[config.mk]
export PLATFORM = sky130hd
export DESIGN_NAME = keccak_round_ctrl
export DESIGN_NICKNAME = d
export VERILOG_FILES = /design/src/rtl/keccak_round_ctrl.sv
export SDC_FILE = /design/constraint.sdc
export NUM_CORES = 1
export LEC_CHECK = 0
export CAP_MARGIN = 20
export CORE_AREA = 2 2 39 41
export CTS_CLUSTER_DIAMETER = 50
export DETAILED_ROUTE_END_ITERATION = 10
export DIE_AREA = 0 0 41 43
export HOLD_SLACK_MARGIN = 0.03
export PLACE_DENSITY = 0.68
export REMOVE_ABC_BUFFERS = 1
export SLEW_MARGIN = 0
export SYNTH_ARGS = -nofsm -noshare
export SYNTH_HDL_FRONTEND = slang
export SYNTH_SLANG_ARGS = --single-unit
[constraint.sdc]
create_clock -name clk -period 1.86 [get_ports clk]
set_clock_uncertainty 0.1 [all_clocks]
set_input_delay 0.279 -clock clk [delete_from_list [all_inputs] [get_ports clk]]
set_output_delay 0.279 -clock clk [all_outputs]
set_load 0.05 [all_outputs]
[src/rtl/keccak_round_ctrl.sv]
// Keccak-f[1600] round sequencer: LOAD, NUM_ROUNDS/UR round cycles, then DONE until acked.
// Latency start->done = 1 + NUM_ROUNDS/UR + hold cycles; hold stalls ROUND only.
// Optional abort port enabled by defining KECCAK_CTRL_ABORT_EN.
module keccak_round_ctrl #(
  parameter int UR         = 1,
  parameter int NUM_ROUNDS = 24
) (
  input  logic       clk,
  input  logic       rst_n,
  input  logic       start,
  input  logic       hold,
  input  logic       done_ack,
`ifdef KECCAK_CTRL_ABORT_EN
  input  logic       abort,
`endif
  output logic       busy,
  output logic       load_en,
  output logic       round_en,
  output logic [4:0] rc_addr,
  output logic       first_round,
  output logic       last_round,
  output logic       done
);

  typedef enum logic [1:0] {
    S_IDLE  = 2'd0,
    S_LOAD  = 2'd1,
    S_ROUND = 2'd2,
    S_DONE  = 2'd3
  } state_t;

  localparam logic [4:0] LAST_ADDR = 5'(NUM_ROUNDS - UR);
  localparam logic [4:0] STEP      = 5'(UR);

  state_t state, state_nxt;
  logic   abort_hit;
  logic   at_last;

`ifdef KECCAK_CTRL_ABORT_EN
  assign abort_hit = abort && (state != S_IDLE);
`else
  assign abort_hit = 1'b0;
`endif

  assign at_last = (rc_addr == LAST_ADDR);

  always_ff @(posedge clk or negedge rst_n) begin
    if (!rst_n) begin
      state <= S_IDLE;
    end else begin
      state <= state_nxt;
    end
  end

  always_comb begin
    state_nxt = state;
    case (state)
      S_IDLE:  if (start) state_nxt = S_LOAD;
      S_LOAD:  state_nxt = S_ROUND;
      S_ROUND: if (round_en && at_last) state_nxt = S_DONE;
      S_DONE:  if (done_ack) state_nxt = S_IDLE;
      default: state_nxt = S_IDLE;
    endcase
    // Abort outranks hold and done_ack.
    if (abort_hit) state_nxt = S_IDLE;
  end

  always_ff @(posedge clk or negedge rst_n) begin
    if (!rst_n) begin
      rc_addr <= '0;
    end else if (abort_hit || state == S_LOAD) begin
      rc_addr <= '0;
    end else if (round_en) begin
      rc_addr <= at_last ? 5'd0 : rc_addr + STEP;
    end
  end

  always_comb begin
    busy        = (state != S_IDLE);
    load_en     = (state == S_LOAD);
    round_en    = (state == S_ROUND) && !hold && !abort_hit;
    first_round = round_en && (rc_addr == 5'd0);
    last_round  = round_en && at_last;
    done        = (state == S_DONE);
  end

endmodule

==> impl_table.tex <==
\begin{tabular}{lr}
\hline
Metric & Value \\
\hline
\multicolumn{2}{l}{\textbf{Status}} \\
Result of the run & complete, no violations \\
\multicolumn{2}{l}{\textbf{Power and ir drop}} \\
Power per Cell Area & 1600 mW/mm\^{}2 \\
Sum of internal, switching and leakage power & 1.32 mW \\
Worst IR drop on VDD & 0.000643 V \\
Static leakage power & 0.394 nW \\
\multicolumn{2}{l}{\textbf{Layout}} \\
Area growth from synthesis to layout & 75.7\% \\
Most common library cell in the layout ignoring fill and taps & buf\_4 \\
Commonest cells after routing, fill and taps aside & buf\_4 (15), dfrtp\_1 (7), inv\_1 (5), ha\_1 (5), buf\_12 (5) \\
Layout cells sized above 1 & 39.5\% \\
Antenna Diode Count & 0 \\
Number of nets in the layout & 88 \\
Summed area of non-filler cells in the final layout & 825 um\^{}2 \\
Non-filler instance count after layout & 92 \\
Share of the core filled with cells & 59.6\% \\
\multicolumn{2}{l}{\textbf{Worst hold path}} \\
Path type of the worst min-delay path & in2async \\
\multicolumn{2}{l}{\textbf{Clock tree}} \\
Clock-pin slew of the registers on the worst-case setup and hold paths & 0.06 ns \\
CTS tree & yes \\
Number of buffers on the longest clock path & 2 \\
Insertion delay to the later sink of the worst-skew pair & 0.26 ns \\
Clock sink count & 7 \\
Clock root buffer master & clkbuf\_4 \\
H-tree depth reported by CTS & 1 \\
Hold-fix buffers at CTS & 0 \\
Number of CTS-inserted buffers & 3 \\
\multicolumn{2}{l}{\textbf{STA}} \\
Achievable clock frequency & 545 MHz \\
Worst path setup slack after routing & 0.0242 ns \\
Actual transition at the worst max-transition pin & 0.327 ns \\
Sum Neg Setup Slack & 0 ns \\
RSZ-0062 raised after global routing & yes \\
Crit share post-route & 98.7\% \\
Final setup violation count & 0 \\
Pins over their slew limit & 0 \\
Final-report hold violation count & 0 \\
Worst slew margin relative to its limit & 78.1\% \\
Worst hold margin & 0.182 ns \\
Crit path time final & 1.84 ns \\
\multicolumn{2}{l}{\textbf{Drt}} \\
Average vias per placed instance & 4.73 \\
Post-detailed-route count of antenna-violating nets & 0 \\
Iteration-0 DRC Markers & 10 \\
First-pass detailed-route iteration total & 4 \\
Total Routed Length & 1110 um \\
Number of vias in the routed layout & 435 \\
Routed len/inst & 12.0 um \\
Residual DRC & 0 \\
\multicolumn{2}{l}{\textbf{Run}} \\
Maxcap violations & 0 \\
\multicolumn{2}{l}{\textbf{Logic synthesis}} \\
Number of synthesized flops with an enable pin & 0 \\
Cell area after synthesis & 469 um\^{}2 \\
Syn avg cell area & 9.78 um\^{}2 \\
Most used flip-flop cell after synthesis & dfrtp\_1 \\
Number of instances in the synthesized netlist & 48 \\
Number of distinct standard cells referenced by the synthesized netlist & 24 \\
Post-synthesis async set-or-reset flop share & 100\% \\
Library cell occupying the most area in the post-synthesis netlist & dfrtp\_1 \\
Fraction of post-synthesis cell area in the top cell type by area & 37.3\% \\
Top post-synthesis cells by area & dfrtp\_1 (37\%), ha\_1 (16\%), inv\_1 (4.8\%) \\
Yosys warns & 0 \\
Portion of the post-synthesis area used by sequential elements & 37.3\% \\
FF+latch count, synth & 7 \\
\multicolumn{2}{l}{\textbf{Die}} \\
Num rows & 14 \\
Core footprint & 0.00138 mm\^{}2 \\
Number of I/O pins & 16 \\
X dimension of the die & 41 um \\
Die Footprint & 0.00176 mm\^{}2 \\
Starting Density & 33.9\% \\
Vertical die dimension & 43 um \\
\multicolumn{2}{l}{\textbf{Placement}} \\
Post-place instance area & 737 um\^{}2 \\
Worst slack, placed & -0.00638 ns \\
Number of instances in the placed design & 87 \\
Dpl hpwl & 839 um \\
Number of buffer cells added on primary ports & 15 \\
Placer congestion estimate & 0.741 \\
\multicolumn{2}{l}{\textbf{Worst setup path}} \\
Worst Path Arrival & 1.46 ns \\
Source of the worst register-to-register timing path & state[1] \\
Setup crit end kind & output pin \\
Setup slack, reg-to-reg & 0.09 ns \\
Worst Reg-to-Reg Cells & 5 \\
Startpoint type of the worst setup path & flip-flop \\
Reg2reg end & state[1] \\
Largest fanout of any net on the critical path & 5 \\
CP Class & reg2out \\
Crit path required time & 1.48 ns \\
\multicolumn{2}{l}{\textbf{Global routing}} \\
Via count of the first global-routing pass & 401 \\
Global-route wire length before repair & 1610 um \\
Total grt overflow & 0 \\
Met2 usage & 18.1\% \\
Met3 routing resource usage after global routing & 2.09\% \\
Largest net degree at the start of global routing & 8 \\
Total Routing Usage GR & 13.8\% \\
Initial antenna violation count & 0 \\
Most used routing layer in global routing & met1 \\
Met1 Resource Use GR & 19.5\% \\
\hline
\end{tabular}
-- routing by layer --
metal	share of wire (%)	vias up
li1	-	222
met1	46	200
met2	47	11
met3	5.4	2
met4	1.7	0
met5	0	-
-- sequential cells by signal (all words and copies together), names as in the netlist --
register	flops
rc_addr	5
state	2
-- worst max-delay path by stage --
stage	startpoint	to	slack [ns]	cells past startpoint
6_report	rc_addr[0]	first_round	0.02	7
4_1_cts	state[0]	last_round	0.002	6
3_3_place_gp	hold	first_round	0.02	5
2_1_floorplan	state[0]	first_round	-0.93	4
3_5_place_dp	hold	first_round	-0.006	5
5_1_grt	state[0]	first_round	-0.06	6
-- logic make-up after synthesis --
family / after synthesis / synth area share [%]
mux: 2 / 4.53
compound gates: 7 / 10.7
flops: 7 / 37.3
buf+inv: 7 / 5.87
xor+xnor: 1 / 1.87
fa+ha+maj: 6 / 16.0
simple gates: 18 / 23.7
-- cell type report --
class                           count  area, um^2
Inverter                            6        22.5
Fill cell                         121         559
Sequential cell                     7         175
Tap cell                           16        20.0
Timing Repair Buffer               25         264
Clock buffer                        4        26.3
Multi-Input combinational cell     34         317
-- cell usage after synthesis, types with 2 or more instances --
cell type	number
a21oi_1	3
dfrtp_1	7
inv_1	6
o21ai_0	2
nor2_1	3
nor2b_1	2
nand2b_1	2
ha_1	6
nand2_1	2
-- report_power, final --
group          internal [mW]  switching, mW
Sequential             0.196         0.0344
Combinational          0.433          0.513
Clock                 0.0821         0.0590
-- worst max-delay path, stage by stage (launching register included) --
cell and delay (ns):
dfrtp_1 0.39, buf_6 0.13, inv_1 0.05, ha_1 0.14
nand2b_1 0.09, nor4_4 0.13, buf_4 0.15, buf_12 0.12
-- timing repair --
| action | CTS | global route |
|---|---|---|
| hold endpoints to repair | 0 | 0 |
| setup endpoints to repair | 3 | 3 |
| setup buffers | 0 | 1 |
| resized for setup | 5 | 4 |
| pin swaps | 0 | 0 |
Note: power is estimated with default switching activity, not from simulation.
